[src/rtl/segre_pkg.sv]
// Shared types for the segre fetch front end: queue entry layout, fetch FSM states, default sizes.
package segre_pkg;
  localparam int ADDR_SIZE_DEF         = 32;
  localparam int WORD_SIZE_DEF         = 32;
  localparam int FETCH_QUEUE_DEPTH_DEF = 4;

  typedef struct packed {
    logic [ADDR_SIZE_DEF-1:0] pc;
    logic [WORD_SIZE_DEF-1:0] instr;
  } fetch_entry_t;

  typedef enum logic {FETCH, MISS_WAIT} fetch_state_e;
endpackage

[src/rtl/segre_fetch_queue.sv]
// Circular FIFO of fetch entries with push, pop, flush, count, full and empty.
module segre_fetch_queue
  import segre_pkg::*;
#(
  parameter type T     = fetch_entry_t,
  parameter int  DEPTH = FETCH_QUEUE_DEPTH_DEF,
  localparam int PW    = $clog2(DEPTH),
  localparam int CW    = $clog2(DEPTH + 1)
) (
  input  logic          clk_i,
  input  logic          rst_i,
  input  logic          push_i,
  input  T              data_i,
  input  logic          pop_i,
  input  logic          flush_i,
  output T              data_o,
  output logic [CW-1:0] count_o,
  output logic          full_o,
  output logic          empty_o
);
  T              r_mem [DEPTH];
  logic [PW-1:0] r_rd, r_wr;
  logic [CW-1:0] r_cnt;
  logic          w_push, w_pop;

  assign full_o  = (r_cnt == CW'(DEPTH));
  assign empty_o = (r_cnt == '0);
  assign count_o = r_cnt;
  assign data_o  = r_mem[r_rd];
  assign w_push  = push_i && !full_o && !flush_i;
  assign w_pop   = pop_i && !empty_o && !flush_i;

  // DEPTH is a power of two, so pointers wrap naturally
  always_ff @(posedge clk_i) begin
    if (rst_i) begin
      r_rd  <= '0;
      r_wr  <= '0;
      r_cnt <= '0;
    end else if (flush_i) begin
      r_rd  <= r_wr;
      r_cnt <= '0;
    end else begin
      if (w_push) r_wr <= r_wr + PW'(1);
      if (w_pop)  r_rd <= r_rd + PW'(1);
      r_cnt <= r_cnt + CW'(w_push) - CW'(w_pop);
    end
  end

  always_ff @(posedge clk_i) begin
    if (w_push && !rst_i) r_mem[r_wr] <= data_i;
  end
endmodule

[src/rtl/segre_if_fetch_queue.sv]
// Instruction fetch stage: sequential PC generation, I-cache lookup, decoupling queue, WB redirects.
module segre_if_fetch_queue
  import segre_pkg::*;
#(
  parameter int                 ADDR_SIZE         = ADDR_SIZE_DEF,
  parameter int                 WORD_SIZE         = WORD_SIZE_DEF,
  parameter int                 FETCH_QUEUE_DEPTH = FETCH_QUEUE_DEPTH_DEF,
  parameter logic [ADDR_SIZE-1:0] RESET_PC        = '0,
  parameter int                 PERF_CNT_WIDTH    = 32,
  localparam int                CNT_W             = $clog2(FETCH_QUEUE_DEPTH + 1)
) (
  input  logic                      clk_i,
  input  logic                      rst_i,
  output logic                      icache_req_o,
  output logic [ADDR_SIZE-1:0]      icache_addr_o,
  input  logic                      icache_hit_i,
  input  logic [WORD_SIZE-1:0]      icache_instr_i,
  input  logic                      redirect_i,
  input  logic [ADDR_SIZE-1:0]      redirect_pc_i,
  input  logic                      id_ready_i,
  output logic                      valid_if_o,
  output logic [WORD_SIZE-1:0]      instr_o,
  output logic [ADDR_SIZE-1:0]      pc_o,
  output logic [CNT_W-1:0]          queue_count_o,
  output logic                      queue_full_o,
  output logic [PERF_CNT_WIDTH-1:0] miss_cycles_o
);
  typedef struct packed {
    logic [ADDR_SIZE-1:0] pc;
    logic [WORD_SIZE-1:0] instr;
  } entry_t;

  logic [ADDR_SIZE-1:0]      r_fetch_pc;
  logic [PERF_CNT_WIDTH-1:0] r_miss_cycles;
  fetch_state_e              r_state, w_state_nxt;
  logic                      w_req, w_push, w_pop, w_full, w_empty;
  logic [CNT_W-1:0]          w_count;
  entry_t                    w_wdata, w_head;

  // Full blocks the request outright: no combinational ready->req path
  assign w_req   = !rst_i && !redirect_i && !w_full;
  assign w_push  = w_req && icache_hit_i;
  assign w_pop   = valid_if_o && id_ready_i;
  assign w_wdata = '{pc: r_fetch_pc, instr: icache_instr_i};

  segre_fetch_queue #(.T(entry_t), .DEPTH(FETCH_QUEUE_DEPTH)) u_queue (
    .clk_i   (clk_i),
    .rst_i   (rst_i),
    .push_i  (w_push),
    .data_i  (w_wdata),
    .pop_i   (w_pop),
    .flush_i (redirect_i),
    .data_o  (w_head),
    .count_o (w_count),
    .full_o  (w_full),
    .empty_o (w_empty)
  );

  assign icache_req_o  = w_req;
  assign icache_addr_o = r_fetch_pc;
  assign valid_if_o    = !rst_i && !redirect_i && !w_empty;
  assign instr_o       = w_head.instr;
  assign pc_o          = w_head.pc;
  assign queue_count_o = rst_i ? '0 : w_count;
  assign queue_full_o  = !rst_i && w_full;
  assign miss_cycles_o = r_miss_cycles;

  always_ff @(posedge clk_i) begin
    if (rst_i) begin
      r_fetch_pc    <= RESET_PC;
      r_state       <= FETCH;
      r_miss_cycles <= '0;
    end else begin
      r_state <= w_state_nxt;
      if (redirect_i)  r_fetch_pc <= {redirect_pc_i[ADDR_SIZE-1:2], 2'b00};
      else if (w_push) r_fetch_pc <= r_fetch_pc + ADDR_SIZE'(4);
      if (r_state == MISS_WAIT && !(&r_miss_cycles))
        r_miss_cycles <= r_miss_cycles + PERF_CNT_WIDTH'(1);
    end
  end

  always_comb begin
    w_state_nxt = r_state;
    case (r_state)
      FETCH:     if (w_req && !icache_hit_i) w_state_nxt = MISS_WAIT;
      MISS_WAIT: if (redirect_i || (w_req && icache_hit_i)) w_state_nxt = FETCH;
      default:   w_state_nxt = FETCH;
    endcase
  end
endmodule

[config.mk]
export PLATFORM = sky130hd
export DESIGN_NAME = segre_if_fetch_queue
export DESIGN_NICKNAME = d
export VERILOG_FILES = /design/src/rtl/segre_pkg.sv /design/src/rtl/segre_fetch_queue.sv /design/src/rtl/segre_if_fetch_queue.sv
export SDC_FILE = /design/constraint.sdc
export NUM_CORES = 1
export LEC_CHECK = 0
export ABC_AREA = 1
export BUFFER_PORTS_ARGS = -buffer_cell sky130_fd_sc_hd__buf_2
export CORE_MARGIN = 3
export CORE_UTILIZATION = 60
export DETAILED_ROUTE_END_ITERATION = 10
export GPL_ROUTABILITY_DRIVEN = 0
export PLACE_DENSITY = 0.83
export SETUP_SLACK_MARGIN = 0.2
export SLEW_MARGIN = 0
export SYNTH_ARGS = -nofsm -noshare
export SYNTH_HDL_FRONTEND = slang
export SYNTH_SLANG_ARGS = --single-unit
[constraint.sdc]
create_clock -name clk_i -period 7.46 [get_ports clk_i]
set_input_delay 0.373 -clock clk_i [delete_from_list [all_inputs] [get_ports clk_i]]
set_output_delay 0.373 -clock clk_i [all_outputs]
set_load 0.1 [all_outputs]
# Yosys cells after proc, flatten, opt, wreduce, memory -nomap -nowiden

Memories as Yosys holds them, arrays and structs flattened. A register that Yosys moved wholly into a read port is not among the register bits.
Index checks and enable logic that the tools add are counted.

Register bits after elaboration: 72
Bits in writable memories: 256
Input bits: 69
Output and inout bits: 134
Logic and storage cells: 55
Memories: 1

Add/subtract/negate cells: 6
Eq/ne operators: 1
Multiplexer cells: 12
Bitwise logic cells: 2
Reductions and logical operators: 26

Memories:

| name          | words | width | rd ports | clocked after Yosys merged registers in | write ports | line                    | text |
|---|---|---|---|---|---|---|---|
| u_queue.r_mem | 4     | 64    | 1        | 1                                       | 1           | segre_fetch_queue.sv:21 | `T r_mem [DEPTH];` |

Operators by type and width:

| cell                                                            | count |
|---|---|
| 32-bit 2-to-1 mux                                               | 2 |
| 32-bit by 1-bit adder with 32-bit output, second input constant | 1 |
| 32-bit by 3-bit adder with 32-bit output, second input constant | 1 |
| 32-bit AND reduction                                            | 1 |
| 1-bit logical AND                                               | 13 |
| 2-bit 2-to-1 mux                                                | 4 |
| 1-bit zero test                                                 | 6 |
| 2-bit by 1-bit adder with 2-bit output, second input constant   | 2 |
| 1-bit 2-to-1 mux                                                | 4 |
| 2-bit nonzero test                                              | 2 |
| 3-bit by 1-bit adder with 3-bit output                          | 1 |
| 3-bit equality test, second input constant                      | 1 |
| 3-bit zero test                                                 | 1 |
| 3-bit 2-to-1 mux                                                | 1 |
| 3-bit by 1-bit subtractor with 3-bit output                     | 1 |
| 1-bit inverter                                                  | 2 |
| 1-bit one-hot mux with 2 select lines                           | 1 |
| 2-bit AND reduction                                             | 1 |
| 2-bit OR reduction                                              | 1 |
| 1-bit logical OR                                                | 1 |

# Depth between registers and ports, before layout

Depth in word-level cells: 10
Gate-level depth with buffers: 12

# Hierarchy

Synthesis repeated with hierarchy kept, for this count alone.

Cells, all modules: 1,426
Area total of the unflattened synthesis: 14,371.3 um^2

Modules (own cells, without submodules):

| module               | times used | cells each | area an instance (um^2) |
|---|---|---|---|
| segre_fetch_queue    | 1          | 699        | 10,025.9 |
| segre_if_fetch_queue | 1          | 727        | 4,345.4 |

# Worst setup path after synthesis

Ideal clock, no wire load.

Path type: input to register
From: input port rst_i
To: memory u_queue.r_mem[0][0] in the netlist's numbering (enable)
Setup time: 482 ps
Data arrival time: 4,572 ps
Slack: 2,406 ps
Stages: 6
Buffers on the path: 1
Cells stage by stage: inv_1 > nand2_1 > a21oi_2 > nand2_2 > buf_2 > nor2_1

Word-level cells in the longest chain between the ends: 9

RTL lines:

| item                                   | line                       | text |
|---|---|---|
| from (decl)                            | segre_if_fetch_queue.sv:13 | `input logic rst_i,` |
| 1-bit zero test                        | segre_if_fetch_queue.sv:41 | `assign w_req = !rst_i && !redirect_i && !w_full;` |
| 1-bit logical AND (2 in series)        | segre_if_fetch_queue.sv:41 |  |
| net icache_req_o                       | segre_if_fetch_queue.sv:14 | `output logic icache_req_o,` |
| 1-bit logical AND                      | segre_if_fetch_queue.sv:42 | `assign w_push = w_req && icache_hit_i;` |
| 1-bit logical AND (2 in series)        | segre_fetch_queue.sv:30    | `assign w_push = push_i && !full_o && !flush_i;` |
| 1-bit logical AND                      | segre_fetch_queue.sv:50    | `if (w_push && !rst_i) r_mem[r_wr] <= data_i;` |
| 1-bit 2-to-1 mux                       | segre_fetch_queue.sv:50    |  |
| 1-bit 2-to-1 mux (not written as such) | segre_fetch_queue.sv:50    |  |
| to (decl)                              | segre_fetch_queue.sv:21    |  |

The timed path passes the listed nets, and every way through them passes these cells.

# Final worst setup path

From: input port rst_i
To: memory u_queue.r_mem[0][58] in the netlist's numbering (enable)

Word-level cells in the longest chain between the ends: 9

RTL lines:

| item                                     | line |
|---|---|
| 1-bit zero test *                        | segre_fetch_queue.sv:50, segre_if_fetch_queue.sv:41 |
| 1-bit logical AND (2 in series)          | segre_if_fetch_queue.sv:41 |
| 1-bit logical AND                        | segre_if_fetch_queue.sv:42 |
| 1-bit logical AND (2 in series)          | segre_fetch_queue.sv:30 |
| 1-bit logical AND *                      | segre_fetch_queue.sv:50 |
| 1-bit 2-to-1 mux *                       | segre_fetch_queue.sv:50 |
| 1-bit 2-to-1 mux (not written as such) * | segre_fetch_queue.sv:50 |

Every way passes the cells marked *; elsewhere a longest branch is shown, timed or not.

==> summary.txt <==
Synthesis
  • Syn. warnings: 0
  • Post-Syn Instances: 1391
  • Simple-gate share of the synthesized area: 17.7%
  • Area share of the largest cell type after synthesis: 53.7%
  • Top area cells in the synthesized netlist: edfxtp_1 54%, dfxtp_1 10%, nand2_1 7.6%
  • Most frequent cell after synthesis: nand2_1
  • Xor/xnor share of the synthesized area: 1.58%
  • Proportion of synthesized area in mux cells: 0%
  • EDFF count, synth: between 200 and 250
  • Asr flop ratio synth: 0%
  • Post-synthesis register bit count: 320
  • Sequential fraction of the synthesis area: 64.1%
  • Top cells by count, synth: 281 x nand2_1, 248 x edfxtp_1, 244 x nor2_1
  • Compound-Gate Fraction of Synth Area: between 10% and 20%
  • Post-Syn Area: 13900 um2
  • Largest area contributor in the netlist: edfxtp_1
  • Avg Cell Area, Syn: 9.96 um2
  • Largest family of logic cells by synthesized area: simple AND/OR/NAND/NOR gates
  • Post-synth top flop: edfxtp_1
  • Synth cell types: 35
  • Adder-Cell Fraction of Synth Area: 0.867%

Place
  • Post-Place Cells: approximately 1.8k
  • IO buf count: between 150 and 200
  • Post-DP HPWL: 19.6 mm

Route
  • Final ANT Viol Nets: 0
  • Post-DR wirelength/cell: about 17 um
  • Routed WL: 32.5 mm
  • 1st-iter DRT viols: 1029
  • # DRC: 0
  • Via count: 10.6k
  • First-pass iteration count of the detailed router: 5
  • Vias per Instance: 5.65

Cells and area
  • ANT cells: 0
  • Filler cell count: 1595
  • Share of cells above drive strength 1: about a fifth
  • Fin nets: between 1.5k and 2k
  • Layout area overhead: 15.6%
  • Fin cells: around 1.9k

Global route
  • Initial antenna violation count: 1
  • Global route overflow: 0
  • First-pass GRT wire length: 50.4 mm
  • Gr usage total: 25.3%
  • Largest net degree at the start of global routing: approximately 130
  • Vias in the first global route: 9979

Floorplan
  • I/O Pins: 203
  • Std-Cell Rows: 54
  • Chip width: 158 um
  • Core ar.: 22200 um2
  • Initial core utilization: 62.4%
  • Die area: 25000 um2
  • Die Y: 158 um

Clocking
  • CTS Buffer Depth: 3
  • Clock root buffer: clkbuf_16
  • CTS Buf Count: 34
  • Reg clk slew, reported paths: ~0.06 ns
  • H-Tree Depth: 2
  • Hold_buf cts: 0
  • Total clock sinks: 320
  • # resized after CTS: 0
  • Post-CTS Setup Bufs: 0
  • Skew-Pair Late Insertion Delay: 0.52 ns
  • CTS tree: built

Pwr
  • LEAKAGE: 6.01 nW
  • Sw frac: between 20% and 30%
  • Clock group share of total power: 37.4%
  • Seq pwr share: 48.2%
  • Psw: 1.21 mW
  • Pint: slightly below 3 mW
  • Combinational cell fraction of total power: approximately 14%
  • VDD IR max: 0.133 mV
  • Power Dens Cells: 257 nW/um2
  • Design Power: around 4.1 mW

Timing
  • Fmax: 287 MHz
  • Max Transition Viols Final: 0
  • Final Critical Period: 3.48 ns
  • RSZ-0062 raised after global routing: no
  • Worst Skew: about 0.018 ns
  • Worst-margin pin slew: 1.21 ns
  • Final Hold Vio Count: 0
  • Setup TNS: 0 ns
  • Slew headroom: ~19%
  • Final setup viols: 0
  • Fin crit share: 46.7%

Status
  • Status: completed

Setup path
  • Worst path cell trace: buf_2 > buf_4 > inv_1 > nand2_1 > a21oi_2 > nand2_2 > nor2_4 > buf_4
  • Arrival @ worst endpoint: 3.61 ns
  • Worst stage delay on the critical path: around 0.78 ns
  • Startpoint types: input port
  • Setup CP Type: in -> reg
  • Number of buffers and inverters on the critical path: 4
  • Worst-path fanout max: 57
  • Element type at the critical path end: flip-flop
  • Crit path top cell by count: buf_4
  • CP required: 7.59 ns
  • CP delay by family, top: buffers and inverters
  • Slowest cell on the critical path: nor2_4

Hold path
  • Worst hold path class: in -> reg

Run
  • Max-Cap Viols: 0
==> metrics by stage <==
stage / setup WS [ns] / utilization, % / hold slack [ns] / instance area (um2)
after floorplan: 2.41 / - / 0.472 / 13900
after global placement: 3.50 / 67.5 / 0.510 / 15000
after detailed placement: 3.47 / 67.5 / 0.512 / 15000
after CTS: 3.98 / 72.1 / 0.0485 / 16000
after global routing: 3.74 / 72.1 / 0.0558 / 16000
final: 3.98 / 72.1 / 0.0723 / 16000
==> power by group through the flow <==
| stage | logic (mW) | registers (mW) | clock network, mW |
|---|---|---|---|
| after floorplan | 0.409 | 2.09 | 0 |
| after global placement | 0.584 | 2.02 | 0 |
| after detailed placement | 0.592 | 2.02 | 0 |
| after CTS | 0.594 | 1.99 | 1.56 |
| after global routing | 0.623 | 1.99 | 1.64 |
| final | 0.594 | 1.99 | 1.54 |
==> worst paths after layout <==
kind         slack [ns]                from  cells after the start                    to
max                3.98               rst_i                      8  u_queue.r_mem[0][58]
max reg2reg        4.50  u_queue.count_o[1]                      5  u_queue.r_mem[0][58]
min reg2reg        0.52   miss_cycles_o[30]                      2     miss_cycles_o[30]
min                0.07   icache_instr_i[0]                      1   u_queue.r_mem[1][0]
==> registers in the layout (all words and copies together) (netlist names), named ones only <==
signal and count:
u_queue.r_mem 248, miss_cycles_o 32, icache_addr_o 30, u_queue.count_o 3, u_queue.r_rd 2, u_queue.r_wr 2
r_state 1
==> worst register-to-register path: stages, from the launching register on <==
cell,delay (ns)
dfxtp_1,0.43
nor2_1,0.13
a21oi_2,0.17
nand2_2,0.41
nor2_4,0.79
buf_4,0.65
==> placed cells by master, fill, tap and decap left out, types with 2 or more instances in the layout <==
master       n
a31oi_1      2
o22ai_1     62
a22oi_1      2
clkbuf_8     3
nand2_4      2
conb_1       4
inv_6        2
or2_2        3
clkbuf_16   34
inv_1       89
xor2_1      17
nor2_2       5
nand2_1    281
inv_2        3
o21ai_0    137
xnor2_1      8
nor2_1     240
o21ai_1      9
nor2_4       6
nand4_1      5
clkinv_1     4
buf_4        8
buf_2      196
edfxtp_1   248
ha_1         8
nand3_1     61
clkbuf_1     5
nand2_2      2
clkinv_2    10
a21oi_2     21
dfxtp_1     70
a21oi_1     34
==> cell type report <==
| cell class | count | area, um2 | share of cell area, % |
|---|---|---|---|
| tap | 280 | 350 | 2.19 |
| clock buffer | 42 | 911 | 5.68 |
| clock inverter | 19 | 115 | 0.718 |
| sequential | 320 | 8890 | 55.5 |
| timing repair buffer | 204 | 1040 | 6.50 |
| inverter | 94 | 357 | 2.23 |
| multi-input combinational | 914 | 4360 | 27.2 |
==> layer usage <==
metal	GRT usage (%)	vias up	routed length [um]
li1	-	5086	-
met1	35.3	4982	13600
met2	41.5	453	15300
met3	4.40	52	2950
met4	7.41	2	648
met5	0	-	11
==> cells by family (layout without fill, tap and decap cells) <==
family,Yosys count,after routing
AO/OA/AOI/OAI,269,269
XOR/XNOR,25,25
adder cells (fa/ha/maj),9,9
buffers and inverters,160,359
flip-flops,320,320
other,1,4
AND/OR/NAND/NOR,607,607
Power figures use the tool's default switching activity.
